--- src/rtl/ps2_tecla_pkg.sv ---
// ps2_tecla_pkg: scancodes, key codes, FSM encodings and the scancode-to-key map
package ps2_tecla_pkg;
    localparam logic [7:0] SC_W     = 8'h1D;
    localparam logic [7:0] SC_S     = 8'h1B;
    localparam logic [7:0] SC_A     = 8'h1C;
    localparam logic [7:0] SC_D     = 8'h23;
    localparam logic [7:0] SC_ENTER = 8'h5A;
    localparam logic [7:0] SC_SPACE = 8'h29;
    localparam logic [7:0] SC_BREAK = 8'hF0;
    localparam logic [7:0] SC_EXT   = 8'hE0;
    localparam logic [7:0] K_W      = 8'h57;
    localparam logic [7:0] K_S      = 8'h53;
    localparam logic [7:0] K_A      = 8'h65;
    localparam logic [7:0] K_D      = 8'h68;
    localparam logic [7:0] K_ENTER  = 8'h0D;
    localparam logic [7:0] K_SPACE  = 8'h20;
    typedef enum logic [1:0] {RX_IDLE, RX_SHIFT, RX_CHECK} rx_state_t;
    typedef enum logic [1:0] {DEC_NORMAL, DEC_EXT, DEC_BREAK, DEC_EXT_BREAK} dec_state_t;
    typedef struct packed {
        logic       hit;
        logic [2:0] idx;
        logic [7:0] code;
    } key_map_t;
    function automatic key_map_t map_key(input logic [7:0] sc);
        case (sc)
            SC_W:     map_key = '{1'b1, 3'd0, K_W};
            SC_S:     map_key = '{1'b1, 3'd1, K_S};
            SC_A:     map_key = '{1'b1, 3'd2, K_A};
            SC_D:     map_key = '{1'b1, 3'd3, K_D};
            SC_ENTER: map_key = '{1'b1, 3'd4, K_ENTER};
            SC_SPACE: map_key = '{1'b1, 3'd5, K_SPACE};
            default:  map_key = '0;
        endcase
    endfunction
endpackage

--- src/rtl/ps2_rx_frame.sv ---
// ps2_rx_frame: synchronizes/filters PS/2 lines and receives 11-bit frames into checked bytes
module ps2_rx_frame
    import ps2_tecla_pkg::*;
#(
    parameter int FILTER_LEN  = 8,
    parameter int TIMEOUT_CYC = 200000
) (
    input  logic       clk,
    input  logic       reset,
    input  logic       ps2_clk,
    input  logic       ps2_data,
    output logic       byte_valid,
    output logic [7:0] rx_byte,
    output logic       frame_err
);
    localparam int TW = $clog2(TIMEOUT_CYC);
    logic [1:0] clk_sync, data_sync;
    logic [FILTER_LEN-1:0] hist;
    logic filt, fall, timeout, ok;
    logic [10:0] sr;
    logic [3:0] cnt;
    logic [TW-1:0] tcnt;
    rx_state_t state, state_nx;
    // filtered level only moves once the whole history agrees
    assign fall = filt && hist == '0;
    assign timeout = state == RX_SHIFT && !fall && tcnt == TW'(TIMEOUT_CYC - 1);
    assign ok = !sr[0] && sr[10] && ^sr[9:1];
    assign rx_byte = sr[8:1];
    always_ff @(posedge clk) begin
        if (reset) begin
            clk_sync  <= '1;
            data_sync <= '1;
            hist      <= '1;
            filt      <= 1'b1;
            sr        <= '0;
            cnt       <= '0;
            tcnt      <= '0;
            state     <= RX_IDLE;
        end else begin
            clk_sync  <= {clk_sync[0], ps2_clk};
            data_sync <= {data_sync[0], ps2_data};
            hist      <= {hist[FILTER_LEN-2:0], clk_sync[1]};
            filt      <= &hist ? 1'b1 : ~|hist ? 1'b0 : filt;
            state     <= state_nx;
            if (fall && state != RX_CHECK)
                sr <= {data_sync[1], sr[10:1]};
            cnt  <= (state_nx != RX_SHIFT) ? 4'd0 : fall ? cnt + 4'd1 : cnt;
            tcnt <= (fall || state != RX_SHIFT) ? '0 : tcnt + 1'b1;
        end
    end
    always_comb begin
        state_nx   = state;
        byte_valid = 1'b0;
        frame_err  = 1'b0;
        case (state)
            RX_IDLE:  state_nx = fall ? RX_SHIFT : RX_IDLE;
            RX_SHIFT: begin
                state_nx  = (fall && cnt == 4'd10) ? RX_CHECK : timeout ? RX_IDLE : RX_SHIFT;
                frame_err = timeout;
            end
            default: begin
                state_nx   = RX_IDLE;
                byte_valid = ok;
                frame_err  = !ok;
            end
        endcase
    end
endmodule

--- src/rtl/ps2_tecla_irq.sv ---
// ps2_tecla_irq: PS/2 make-code decoder with held key and level interrupt; TECLA_REPEAT_FILTER_EN enables typematic repeat suppression
module ps2_tecla_irq
    import ps2_tecla_pkg::*;
#(
    parameter int FILTER_LEN  = 8,
    parameter int TIMEOUT_CYC = 200000
) (
    input  logic       clk,
    input  logic       reset,
    input  logic       ps2_clk,
    input  logic       ps2_data,
    input  logic       interrupt_ack,
    output logic [7:0] tecla,
    output logic       interrupt,
    output logic       overrun,
    output logic       frame_err
);
    logic byte_valid, accept;
    logic [7:0] rx_byte;
    key_map_t km;
    dec_state_t state, state_nx;
    ps2_rx_frame #(.FILTER_LEN(FILTER_LEN), .TIMEOUT_CYC(TIMEOUT_CYC)) u_rx (
        .clk(clk),
        .reset(reset),
        .ps2_clk(ps2_clk),
        .ps2_data(ps2_data),
        .byte_valid(byte_valid),
        .rx_byte(rx_byte),
        .frame_err(frame_err)
    );
    assign km = map_key(rx_byte);
`ifdef TECLA_REPEAT_FILTER_EN
    logic [5:0] held;
    assign accept = byte_valid && state == DEC_NORMAL && km.hit && !held[km.idx];
    always_ff @(posedge clk) begin
        if (reset)
            held <= '0;
        else if (accept)
            held[km.idx] <= 1'b1;
        else if (byte_valid && state == DEC_BREAK && km.hit)
            held[km.idx] <= 1'b0;
    end
`else
    assign accept = byte_valid && state == DEC_NORMAL && km.hit;
`endif
    always_comb begin
        state_nx = state;
        if (byte_valid)
            case (state)
                DEC_NORMAL: state_nx = rx_byte == SC_BREAK ? DEC_BREAK : rx_byte == SC_EXT ? DEC_EXT : DEC_NORMAL;
                DEC_EXT:    state_nx = rx_byte == SC_BREAK ? DEC_EXT_BREAK : DEC_NORMAL;
                default:    state_nx = DEC_NORMAL;
            endcase
    end
    // an ack landing with a new key frees the slot first, so the key loads without overrun
    always_ff @(posedge clk) begin
        if (reset) begin
            state     <= DEC_NORMAL;
            tecla     <= 8'h00;
            interrupt <= 1'b0;
            overrun   <= 1'b0;
        end else begin
            state     <= state_nx;
            interrupt <= accept || (interrupt && !interrupt_ack);
            if (accept && (!interrupt || interrupt_ack))
                tecla <= km.code;
            if (accept && interrupt && !interrupt_ack)
                overrun <= 1'b1;
        end
    end
endmodule
--- config.mk ---
export PLATFORM = sky130hd
export DESIGN_NAME = ps2_tecla_irq
export DESIGN_NICKNAME = d
export VERILOG_FILES = /design/src/rtl/ps2_tecla_pkg.sv /design/src/rtl/ps2_rx_frame.sv /design/src/rtl/ps2_tecla_irq.sv
export SDC_FILE = /design/constraint.sdc
export NUM_CORES = 1
export LEC_CHECK = 0
export CAP_MARGIN = 20
export CORE_MARGIN = 2
export CORE_UTILIZATION = 30
export CTS_CLUSTER_SIZE = 8
export DETAILED_ROUTE_END_ITERATION = 10
export DONT_BUFFER_PORTS = 1
export GPL_TIMING_DRIVEN = 1
export PLACE_DENSITY = 0.48
export SYNTH_ARGS = -nofsm -noshare
export SYNTH_HDL_FRONTEND = slang
export SYNTH_SLANG_ARGS = --single-unit
--- constraint.sdc ---
create_clock -name clk -period 2.2 [get_ports clk]
set_input_delay 0.66 -clock clk [delete_from_list [all_inputs] [get_ports clk]]
set_output_delay 0.66 -clock clk [all_outputs]
set_load 0.05 [all_outputs]
# == After elaboration in Yosys (flattened, before gate mapping) ==
# Index checks and enable logic that the tools add are counted.
# classes
addsub,2
n_lt_le_gt_ge,0
n_div,0
mul,0
n_bitwise,0
n_reduce_logical,31
mux,11
shifts,0
eq_ne,15
# ops
cell,count
one-hot mux 12 bit (6 select lines),1
"equality test 8 x 5 -> 1 bit, second input constant",3
"adder 18 x 1 -> 18 bit, second input constant",1
"equality test 18 bit, second input constant",1
"equality test 8 x 6 -> 1 bit, second input constant",2
"equality test 8 bit, second input constant",2
logical AND 1 bit,13
XOR reduction 9 bit,1
"equality test 8 x 7 -> 1 bit, second input constant",1
logical NOT 8 bit,1
one-hot mux 2 bit (2 select lines),2
AND reduction 8 bit,1
OR reduction 2 bit,4
OR reduction 8 bit,1
2-to-1 mux 2 bit,3
logical NOT 1 bit,5
"adder 4 x 1 -> 4 bit, second input constant",1
"equality test 2 x 1 -> 1 bit, second input constant",2
"equality test 4 bit, second input constant",1
logical NOT 2 bit,2
2-to-1 mux 1 bit,4
"!= test 2 x 1 -> 1 bit, second input constant",2
logical OR 1 bit,3
"!= test 2 bit, second input constant",1
one-hot mux 1 bit (2 select lines),1
# totals
input_bits,5
elab_cells,71
reg_bits,60
ramBits,0
memories,0
romBits,0
latchBits,0

# == Depth between registers and ports, before layout ==
# Gate-level depths: netlist of run 1.
# logic_depth
ltp_word,10
ltp_mapped,8
ltp_nobuf,7

# == Modules after synthesis ==
# From an unflattened synthesis of run 1, not the netlist that was laid out.
# hier_totals
cells_unflattened,289
area_unflattened_um2,2711.4
# by_module_without_submodules
module,cells_per_inst,area_each_um2,instances
ps2_rx_frame,214,2052.0,1
ps2_tecla_irq,75,659.4,1

# == Least setup slack after synthesis of run 1 ==
# No wires, ideal clock.
# synth_path
kind,reg2out
from,reg u_rx.sr[3]
to,out frame_err
path_buffers,0
t_arrival_ns,1.677
stages_incl_launch_ff,7
path_slack_ns,-0.137
required_time_ns,1.540
path_cell_list,dfxtp_1 -> inv_1 -> ha_1 -> xnor3_2 -> xnor2_2 -> a21oi_1 -> a31o_2
# synth_between
elab_chain_cells,4
# synth_lines
item,line_no,source
"start, declared",ps2_rx_frame.sv:20,logic [10:0] sr;
"start signal, assigned",ps2_rx_frame.sv:46,"sr <= {data_sync[1], sr[10:1]};"
XOR reduction 9 bit,ps2_rx_frame.sv:27,assign ok = !sr[0] && sr[10] && ^sr[9:1];
logical AND 1 bit,ps2_rx_frame.sv:27,
logical NOT 1 bit,ps2_rx_frame.sv:64,frame_err = !ok;
one-hot mux 1 bit (2 select lines),ps2_rx_frame.sv:55,case (state)
"end, declared",ps2_tecla_irq.sv:16,output logic frame_err
# No other way between the ends.

# == Final worst setup path of run 1 ==
# Same ends and word-level chain as after synthesis.

==> flow_metrics.env, run 1 <==
export IMPL_synth_edff_count=0
export IMPL_ir_drop_mv=0.311
export IMPL_drive_above_1_share_pct=23.3
export IMPL_layout_cells_non_filler=417
export IMPL_io_buffers=0
export IMPL_async_reset_ff_share_pct=0
export IMPL_critical_path_class="flop to output pin"
export IMPL_clockBufferDepth=2
export IMPL_layout_nets=325
export IMPL_postCtsHoldBufs=0
export IMPL_grt_total_usage_pct=11.7
export IMPL_io_pins=16
export IMPL_die_w_um=97.8
export IMPL_antenna_left=0
export IMPL_status="complete, but fails checks"
export IMPL_clock_latency_ns=0.34
export IMPL_dpl_hpwl_um=3690
export IMPL_cts_setup_buffers=0
export IMPL_switching_share_pct=19.0
export IMPL_total_power_mw=2.38
export IMPL_p_int_mw=1.93
export IMPL_core_area_um2=8640
export IMPL_numCtsBuffers=9
export IMPL_synthXorXnorAreaFrac_pct=6.50
export IMPL_hold_viol_final=0
export IMPL_power_frac_seq_pct=44.4
export IMPL_ys_types=43
export IMPL_dp_cells=401
export IMPL_p_sw_mw=0.451
export IMPL_max_freq_mhz=398
export IMPL_cp_required_ns=1.54
export IMPL_die_area_um2=9560
export IMPL_finalClockSkew_ns=0.00917
export IMPL_dieHeight_um=97.8
export IMPL_synthMuxAreaShare_pct=4.60
export IMPL_cts_root_buf="clkbuf_8"
export IMPL_postSynthAreaPerCell_um2=9.39
export IMPL_grt_overflow_total=0
export IMPL_dr_pass1_iters=4
export IMPL_setup_ws_ns=-0.310
export IMPL_clockPowerShare_pct=55.0
export IMPL_cts_tree="done"
export IMPL_ys_ff_latch=58
export IMPL_finalMaxSlewViolations=0
export IMPL_num_vias=1945
export IMPL_maxCapViolations=0
export IMPL_route_detailed_drc=0
export IMPL_synth_compound_area_share_pct=10.1
export IMPL_area_growth_syn_to_layout_pct=21.4
export IMPL_grt_max_degree=38
export IMPL_end_kind="output pin"
export IMPL_synthAdderAreaFrac_pct=7.59
export IMPL_wl_per_cell_um=12.4
export IMPL_antenna_found_initial=0
export IMPL_finalSetupViolations=1
export IMPL_yosys_warnings=0
export IMPL_rsz0062_at_grt="true"
export IMPL_syn_num_nets=302
export IMPL_seq_area_frac_synth_pct=44.0
export IMPL_cts_max_level=3
export IMPL_hold_path_cell_count=1
export IMPL_period_share_pct=114
export IMPL_grt_pass1_vias=1883
export IMPL_vias_per_cell=4.66
export IMPL_r2r_start="u_rx.sr[3]"
export IMPL_r2r_end="tecla[6]"
export IMPL_grt_pass1_wl_um=8890
export IMPL_fin_crit_ns=2.51
export IMPL_synth_area_um2=2640
export IMPL_rrSetupSlack_ns=0.17
export IMPL_synth_cells=281
export IMPL_hp_start="reset"
export IMPL_clkTransAtPathRegs_ns=0.07
export IMPL_preCtsSetupSlack_ns=0.0124
export IMPL_cellLeakagePower_nw=1.24
export IMPL_rows=34
export IMPL_drt_total_wl_um=5180
export IMPL_cp_max_fo=2
export IMPL_drt_iter0_drc=38
export IMPL_worstSetupStartpointType="flop"
export IMPL_clock_sinks=58
export IMPL_combPwrFrac_pct=0.5
export IMPL_gp_congestion=0.759
export IMPL_power_density_nw_per_um2=742
export IMPL_synth_ff_type="dfxtp_1"
export IMPL_min_delay_worst_endpoint="u_rx.sr[2]"
export IMPL_worstPathArrival_ns=1.85
export IMPL_synth_simple_gate_area_share_pct=23.5
export IMPL_start_util_pct=30.5
export IMPL_min_path_type="input port to flop"
export IMPL_max_slew_margin_pct=66.1
export IMPL_synth_top_family_by_area="simple AND/OR/NAND/NOR gates"
export IMPL_antenna_cells=0
export IMPL_r2r_cells=8
export IMPL_tightest_slew_ns=0.504
export IMPL_failed_checks="setup timing"
export IMPL_setup_tns_ns=-0.310
-- cell usage after synthesis (all sizes together) (6+ instances only) --
master  count  area share (%)
and4        9             3.0
o21ai       6             1.1
a21oi      15             2.8
nand2      12             1.7
mux2i      11             4.2
nor2       41             5.8
dfxtp      58              44
nand4       9             2.1
xor2       11             3.7
ha         16             7.6
inv        11             1.6
nand3      11             2.1
or2        12             2.8
-- registers in the layout (all words and copies together), names as in the netlist, 4 cells and up --
signal     flops
u_rx.tcnt     18
u_rx.sr       11
u_rx.hist      8
tecla          6
u_rx.cnt       4
-- through the flow --
step | util (%) | hold WS, ns | instance area (um^2)
3_5_place_dp | 33.7 | 0.394 | 2910
5_1_grt | 37.1 | 0.356 | 3200
4_1_cts | 37.0 | 0.357 | 3190
6_report | 37.1 | 0.377 | 3200
3_3_place_gp | 33.7 | 0.401 | 2910
2_1_floorplan | - | 0.389 | 2670
-- critical path, cell delays in order (launching register included) --
cell and delay (ns):
dfxtp_2 0.33, inv_2 0.05, ha_4 0.23, xnor3_2 0.37, xnor2_2 0.17, a21oi_2 0.08, a31o_4 0.28
-- cells in the final DEF (no fill, tap or decap), types with 2 or more instances in the layout --
master,Yosys,routed
a211o_1,2,2
a211oi_1,3,3
a21oi_1,15,14
a311oi_1,3,3
and2_1,2,2
and3_1,4,4
and4_1,9,7
buf_4,3,22
bufinv_16,0,4
clkbuf_8,0,9
dfxtp_1,58,54
dfxtp_2,0,4
ha_1,16,13
ha_4,0,2
inv_1,11,7
inv_2,0,4
mux2i_1,11,11
nand2_1,12,12
nand2b_1,2,2
nand3_1,11,11
nand4_1,9,9
nor2_1,41,40
nor2b_1,2,2
nor3_1,3,3
nor4_1,4,4
o21ai_0,6,5
o31ai_1,2,2
or2_2,12,12
or3_1,3,3
xnor2_1,4,4
xor2_1,11,11
-- power by group through the flow --
stage / combinational [mW] / clock, mW / sequential [mW]
after floorplan: 0.0197 / 0 / 1.08
after global placement: 0.0132 / 0 / 1.08
after detailed placement: 0.0132 / 0 / 1.08
after CTS: 0.0133 / 1.35 / 1.06
after global routing: 0.0145 / 1.40 / 1.06
final: 0.0131 / 1.31 / 1.06
-- worst max-delay path by stage --
stage / start / end / cells after the start
6_report: u_rx.sr[3] / frame_err / 6
5_1_grt: u_rx.sr[3] / frame_err / 6
4_1_cts: u_rx.sr[4] / frame_err / 6
3_5_place_dp: u_rx.sr[2] / frame_err / 6
3_3_place_gp: u_rx.sr[2] / frame_err / 6
2_1_floorplan: u_rx.sr[2] / frame_err / 6
-- area by class of cell --
class                   instances  area [um^2]
fillers                       886         5430
well taps                     108          135
multi-input cells             202         1430
flip-flops and latches         58         1170
inverters                      11         41.3
clock buffers                   9          124
repair buffers                 22          165
clock inverters                 7          141
-- cell families (layout without fill, tap and decap cells) --
family                   count (synthesis)  after routing
flip-flops                              58             58
buffers and inverters                   21             49
adder cells (fa/ha/maj)                 16             16
XOR/XNOR                                17             17
AND/OR/NAND/NOR                        118            118
multiplexers                            12             12
other                                    1              1
AO/OA/AOI/OAI                           38             38
-- repair_timing --
action | 4_1_cts | 5_1_grt
endpoints found under the setup margin | 1 | 5
pin swaps | 4 | 4
cloned | 0 | 0
gates resized for setup | 5 | 5
-- layer usage --
| metal | vias up | part of all wire, % | global-route usage, % |
|---|---|---|---|
| met1 | 883 | 49 | 14.1 |
| met5 | - | 0 | 0 |
| met4 | 0 | 2.0 | 5.45 |
| met2 | 21 | 46 | 18.6 |
| li1 | 1033 | - | - |
| met3 | 8 | 3.1 | 4.44 |
No activity file was read; power rests on OpenSTA's default activity.
==> run 2, diff against run 1 <==
--- a/config.mk
+++ b/config.mk
@@ -15,4 +15,5 @@
 export PLACE_DENSITY = 0.48
 export SYNTH_ARGS = -nofsm -noshare
 export SYNTH_HDL_FRONTEND = slang
+export SYNTH_HIERARCHICAL = 1
 export SYNTH_SLANG_ARGS = --single-unit
==> run 2 against run 1 <==
- the flow still finishes with violations (setup timing)
- worst hold slack better by 0.016 ns
- clock power decreased by 36%
- cell count grew 5.8%
- power fell by 20%
- critical path type unchanged
- critical endpoint unchanged
- largest power group is now registers
==> flow_metrics.env, run 2 <==
export IMPL_status="complete, but fails checks"
export IMPL_failed_checks="setup timing"
export IMPL_antenna_left=0
export IMPL_yosys_area_top_type="dfxtp_1"
export IMPL_area_growth_syn_to_layout_pct=24.4
export IMPL_finalMaxSlewViolations=0
export IMPL_synthTopCellsByArea="dfxtp_1 (43%), mux2i_1 (5.5%), nor2_1 (4.4%)"
export IMPL_dieHeight_um=99.1
export IMPL_tightest_slew_ns=0.526
export IMPL_grt_pass1_vias=2012
export IMPL_worstPathArrival_ns=1.99
export IMPL_finalClockSkew_ns=0.0104
export IMPL_setup_ws_ns=-0.450
export IMPL_start_util_pct=30.9
export IMPL_critical_path_class="flop to output pin"
export IMPL_dr_pass1_iters=4
export IMPL_yosys_area_top_type_share_pct=42.8
export IMPL_cp_required_ns=1.54
export IMPL_synth_compound_area_share_pct=10.6
export IMPL_ys_ff_latch=58
export IMPL_setup_tns_ns=-2.25
export IMPL_postCtsHoldBufs=0
export IMPL_max_freq_mhz=377
export IMPL_cts_tree="done"
export IMPL_postSynthAreaPerCell_um2=9.38
export IMPL_drt_iter0_drc=71
export IMPL_registers_top_by_ff_count="u_rx/tcnt"
export IMPL_grt_max_degree=42
export IMPL_ys_types=58
export IMPL_antenna_found_initial=0
export IMPL_cellLeakagePower_nw=1.28
export IMPL_drt_total_wl_um=5540
export IMPL_hold_viol_final=0
export IMPL_dp_cells=423
export IMPL_rsz0062_at_grt="true"
export IMPL_synthXorXnorAreaFrac_pct=6.65
export IMPL_synth_top_family_by_area="simple AND/OR/NAND/NOR gates"
export IMPL_slowest_stage="xnor3_1"
export IMPL_reg_largest_list="u_rx/tcnt (18), u_rx/sr (11), u_rx/hist (8)"
export IMPL_cp_cell_sequence="xnor2_2 -> xnor3_1 -> xnor2_2 -> buf_4 -> o211ai_1 -> buf_4"
export IMPL_layout_cells_non_filler=441
export IMPL_async_reset_ff_share_pct=0
export IMPL_min_path_type="input port to flop"
export IMPL_yosys_warnings=6
export IMPL_period_share_pct=120
export IMPL_clock_latency_ns=0.33
export IMPL_synth_area_um2=2710
export IMPL_wl_per_cell_um=12.6
export IMPL_fin_crit_ns=2.65
export IMPL_die_w_um=99.1
export IMPL_finalSetupViolations=8
export IMPL_hp_start="reset"
export IMPL_clock_sinks=58
export IMPL_syn_num_nets=297
export IMPL_vias_per_cell=4.85
export IMPL_final_cell_mix="dfxtp_1 (53), buf_4 (41), nor2_1 (30)"
export IMPL_antenna_cells=0
export IMPL_synth_edff_count=0
export IMPL_synth_simple_gate_area_share_pct=27.8
export IMPL_drive_above_1_share_pct=29.4
export IMPL_die_area_um2=9810
export IMPL_yosysMostFrequentCell="dfxtp_1"
export IMPL_cts_root_buf="clkbuf_8"
export IMPL_gp_congestion=0.718
export IMPL_seq_area_frac_synth_pct=42.8
export IMPL_synth_ff_type="dfxtp_1"
export IMPL_crit_path_start="u_rx/sr[7]"
export IMPL_route_detailed_drc=0
export IMPL_grt_overflow_total=0
export IMPL_clockBufferDepth=2
export IMPL_max_slew_margin_pct=64.9
export IMPL_final_common_cell="dfxtp_1"
export IMPL_rows=34
export IMPL_end_kind="output pin"
export IMPL_synth_cells=289
export IMPL_synth_top_cells_by_count="dfxtp_1 (58), nor2_1 (32), mux2i_1 (15)"
export IMPL_num_vias=2140
export IMPL_largest_reg_flops=18
export IMPL_clkTransAtPathRegs_ns=0.07
export IMPL_cts_max_level=3
export IMPL_grt_total_usage_pct=11.9
export IMPL_ir_drop_mv=0.285
export IMPL_grt_pass1_wl_um=9280
export IMPL_worstSetupStartpointType="flop"
export IMPL_r2r_start="u_rx/sr[7]"
export IMPL_numCtsBuffers=9
export IMPL_io_pins=16
export IMPL_preCtsSetupSlack_ns=-0.373
export IMPL_power_density_nw_per_um2=567
export IMPL_synthAdderAreaFrac_pct=1.38
export IMPL_cp_max_fo=2
export IMPL_maxCapViolations=0
export IMPL_core_area_um2=8760
export IMPL_dpl_hpwl_um=3850
export IMPL_layout_nets=336
export IMPL_crit_path_max_incr_delay_ns=0.44
export IMPL_synthMuxAreaShare_pct=5.54
export IMPL_io_buffers=0
==> run 2: critical path: cells and delay by family, from the launching register on <==
kind | cells | cell delay (ns)
xor+xnor | 3 | 0.73
buf+inv | 2 | 0.39
flops | 1 | 0.33
compound gates | 1 | 0.21
==> run 2: path summary, 6_finish.rpt <==
check / slack, ns / cells after the start / end
max: -0.45 / 6 / frame_err
min: 0.39 / 1 / tecla[0]
max reg2reg: -0.37 / 8 / tecla[5]
min reg2reg: 0.41 / 1 / u_rx/clk_sync[1]
==> run 2: power by group <==
group	internal, mW	total [mW]	switching, mW
Sequential	1.05	1.06	0.00154
Clock	0.435	0.842	0.407
Combinational	0.00762	0.0154	0.00774
==> run 2: kinds of logic after synthesis <==
family	count (synthesis)
and+or+nand+nor	125
AOI/OAI and AO/OA	43
DFF	58
other	1
muxes	15
adders and majority gates	3
buffers and inverters	25
xor gates and xnor gates	19
==> run 2: area by class of cell <==
type / count / area [um^2]
clock buffer: 13 / 149
clock inverter: 3 / 15.0
fill: 904 / 5390
inverter: 9 / 33.8
multi-input combinational: 206 / 1530
sequential: 58 / 1170
tap: 108 / 135
timing repair buffer: 44 / 342
==> run 2: metrics by stage <==
step / power [mW] / hold WS, ns / util, % / area [um^2]
2_1_floorplan: 1.10 / 0.389 / - / 2730
3_3_place_gp: 1.09 / 0.395 / 35.2 / 3080
3_5_place_dp: 1.09 / 0.395 / 35.2 / 3080
4_1_cts: 1.95 / 0.361 / 37.8 / 3320
5_1_grt: 1.99 / 0.375 / 38.5 / 3370
6_report: 1.91 / 0.393 / 38.5 / 3370
==> run 2: what timing repair did <==
item | 4_1_cts | 5_1_grt
setup buffers | 0 | 2
pin swaps | 6 | 2
endpoints found under the setup margin | 9 | 9
gates resized for setup | 15 | 7
==> run 2: routing by layer <==
metal,part of all wire [%],routed length [um],vias up,global-route usage (%)
met5,0,0,-,0
met3,2.1,117,8,3.05
met4,1.8,98,0,5.69
met1,49,2740,1013,14.7
li1,-,-,1101,-
met2,47,2590,18,19.4
==> run 3, diff against run 2 <==
--- a/config.mk
+++ b/config.mk
@@ -7,12 +7,12 @@
 export LEC_CHECK = 0
 export CAP_MARGIN = 20
 export CORE_MARGIN = 2
-export CORE_UTILIZATION = 30
+export CORE_UTILIZATION = 45
 export CTS_CLUSTER_SIZE = 8
 export DETAILED_ROUTE_END_ITERATION = 10
 export DONT_BUFFER_PORTS = 1
 export GPL_TIMING_DRIVEN = 1
-export PLACE_DENSITY = 0.48
+export PLACE_DENSITY = 0.65
 export SYNTH_ARGS = -nofsm -noshare
 export SYNTH_HDL_FRONTEND = slang
 export SYNTH_HIERARCHICAL = 1
==> run 3 against run 2 <==
- the flow still finishes with violations (setup timing)
- wire length shrank 3.0%
- clock-buffer cell count is the same
- power grew 4.2%
- worst hold slack lost 0.0088 ns
- cell count shrank 6.1%
- cell area grew 1.9%
- critical path type unchanged
- largest power group unchanged
- highest routed layer unchanged
==> flow_metrics.env, run 3 (same netlist as run 2, synthesis figures left out) <==
export IMPL_status="complete, but fails checks"
export IMPL_failed_checks="setup timing"
export IMPL_drt_iter0_drc=113
export IMPL_slowest_stage="xnor3_1"
export IMPL_end_kind="output pin"
export IMPL_grt_pass1_vias=2094
export IMPL_largest_reg_flops=18
export IMPL_total_power_mw=1.99
export IMPL_area_growth_syn_to_layout_pct=26.7
export IMPL_max_freq_mhz=375
export IMPL_vias_per_cell=5.23
export IMPL_cp_cell_sequence="xnor2_2 -> xnor3_1 -> xnor2_2 -> buf_4 -> o211ai_1 -> buf_4"
export IMPL_dpl_hpwl_um=3520
export IMPL_cts_root_buf="clkbuf_8"
export IMPL_io_pins=16
export IMPL_power_density_nw_per_um2=580
export IMPL_setup_ws_ns=-0.465
export IMPL_dr_pass1_iters=4
export IMPL_numCtsBuffers=9
export IMPL_clockBufferDepth=2
export IMPL_ir_drop_mv=0.355
export IMPL_r2r_start="u_rx/sr[5]"
export IMPL_antenna_found_initial=0
export IMPL_grt_pass1_wl_um=9020
export IMPL_rows=28
export IMPL_placed_cell_area_um2=3030
export IMPL_crit_path_start="u_rx/sr[5]"
export IMPL_wl_per_cell_um=13.0
export IMPL_final_cell_area_um2=3430
export IMPL_die_area_um2=6660
export IMPL_core_area_um2=5890
export IMPL_cp_required_ns=1.54
export IMPL_cp_max_fo=2
export IMPL_clock_sinks=58
export IMPL_crit_path_max_incr_delay_ns=0.45
export IMPL_cts_tree="done"
export IMPL_start_util_pct=46.1
export IMPL_die_w_um=81.6
export IMPL_finalClockSkew_ns=0.00985
export IMPL_cts_max_level=3
export IMPL_drt_total_wl_um=5370
export IMPL_layout_nets=343
export IMPL_utilization_pct=58.4
export IMPL_worstSetupStartpointType="flop"
export IMPL_path_depth=6
export IMPL_preCtsSetupSlack_ns=-0.488
export IMPL_max_slew_margin_pct=63.1
export IMPL_final_cell_mix="dfxtp_1 (52), buf_4 (43), nor2_1 (30)"
export IMPL_endpoint="frame_err"
export IMPL_path_delay_family="XOR/XNOR gates"
export IMPL_maxCapViolations=0
export IMPL_min_path_type="input port to flop"
export IMPL_num_vias=2164
export IMPL_drive_above_1_share_pct=32.2
export IMPL_antenna_cells=0
export IMPL_grt_overflow_total=0
export IMPL_grt_max_degree=42
export IMPL_postCtsHoldBufs=0
export IMPL_hold_viol_final=0
export IMPL_reg_largest_list="u_rx/tcnt (18), u_rx/sr (11), u_rx/hist (8)"
export IMPL_gp_congestion=0.802
export IMPL_critical_path_class="flop to output pin"
export IMPL_crit_buf_inv=2
export IMPL_grt_total_usage_pct=17.6
export IMPL_clkTransAtPathRegs_ns=0.06
export IMPL_route_detailed_drc=0
export IMPL_finalMaxSlewViolations=0
export IMPL_r2r_cells=8
export IMPL_registers_top_by_ff_count="u_rx/tcnt"
export IMPL_worstPathArrival_ns=2.01
export IMPL_whs_ns=0.384
export IMPL_r2r_end="tecla[3]"
export IMPL_antenna_left=0
export IMPL_clock_latency_ns=0.34
export IMPL_rsz0062_at_grt="true"
export IMPL_tightest_slew_ns=0.554
export IMPL_period_share_pct=121
export IMPL_final_common_cell="dfxtp_1"
export IMPL_io_buffers=0
export IMPL_dieHeight_um=81.6
export IMPL_fin_crit_ns=2.67
export IMPL_cellLeakagePower_nw=1.34
export IMPL_rrSetupSlack_ns=-0.43
export IMPL_finalSetupViolations=9
## run 3: worst min-delay path by stage
stage                           from          endpoint  slack (ns)  depth (start not counted)
global placement    u_rx/clk_sync[0]  u_rx/clk_sync[1]        0.39                          1
finish                         reset          tecla[0]        0.38                          1
CTS                            reset        u_rx/sr[4]        0.37                          1
floorplan           u_rx/clk_sync[0]  u_rx/clk_sync[1]        0.39                          1
detailed placement  u_rx/clk_sync[0]  u_rx/clk_sync[1]        0.40                          1
global route                   reset          tecla[0]        0.37                          1
## run 3: where the power goes
part / switching (mW) / internal [mW] / total [mW] / leakage, nW
logic: 0.00761 / 0.00710 / 0.0147 / 0.765
clock network: 0.401 / 0.522 / 0.922 / 0.101
registers: 0.00164 / 1.05 / 1.06 / 0.472
total: 0.410 / 1.58 / 1.99 / 1.34
## run 3: through the flow
step	TNS, ns	std cells
CTS	-3.24	415
floorplan	-1.65	289
global placement	-2.18	389
detailed placement	-3.13	389
finish	-2.69	414
global route	-3.61	414
## run 3: final cells by class
type | instances | area, um^2
tap | 75 | 93.8
sequential | 58 | 1170
fill | 502 | 2450
multi-input combinational | 206 | 1540
clock buffer | 13 | 179
clock inverter | 2 | 10.0
inverter | 9 | 33.8
timing repair buffer | 51 | 413
## run 3: repair_timing
item,in CTS,in global routing
setup endpoints to repair,9,14
pin swaps,15,3
gates resized for setup,30,2
buffers inserted,11,3
## run 3: metal layers
layer | vias to the layer above | GRT usage, % | share of wire [%]
met2 | 28 | 28.7 | 47
met1 | 1010 | 22.1 | 49
met3 | 7 | 4.62 | 2.8
met5 | - | 0 | 0
li1 | 1119 | - | -
met4 | 0 | 7.50 | 1.5
## run 3: worst reg2reg max path, cell delays in order (launching register included)
cell       delay, ns
dfxtp_2         0.33
xnor2_2         0.15
xnor3_1         0.45
xnor2_2         0.19
nor4b_4         0.25
or3b_4          0.42
or3_4           0.41
a2bb2oi_4       0.17
mux2i_1         0.14
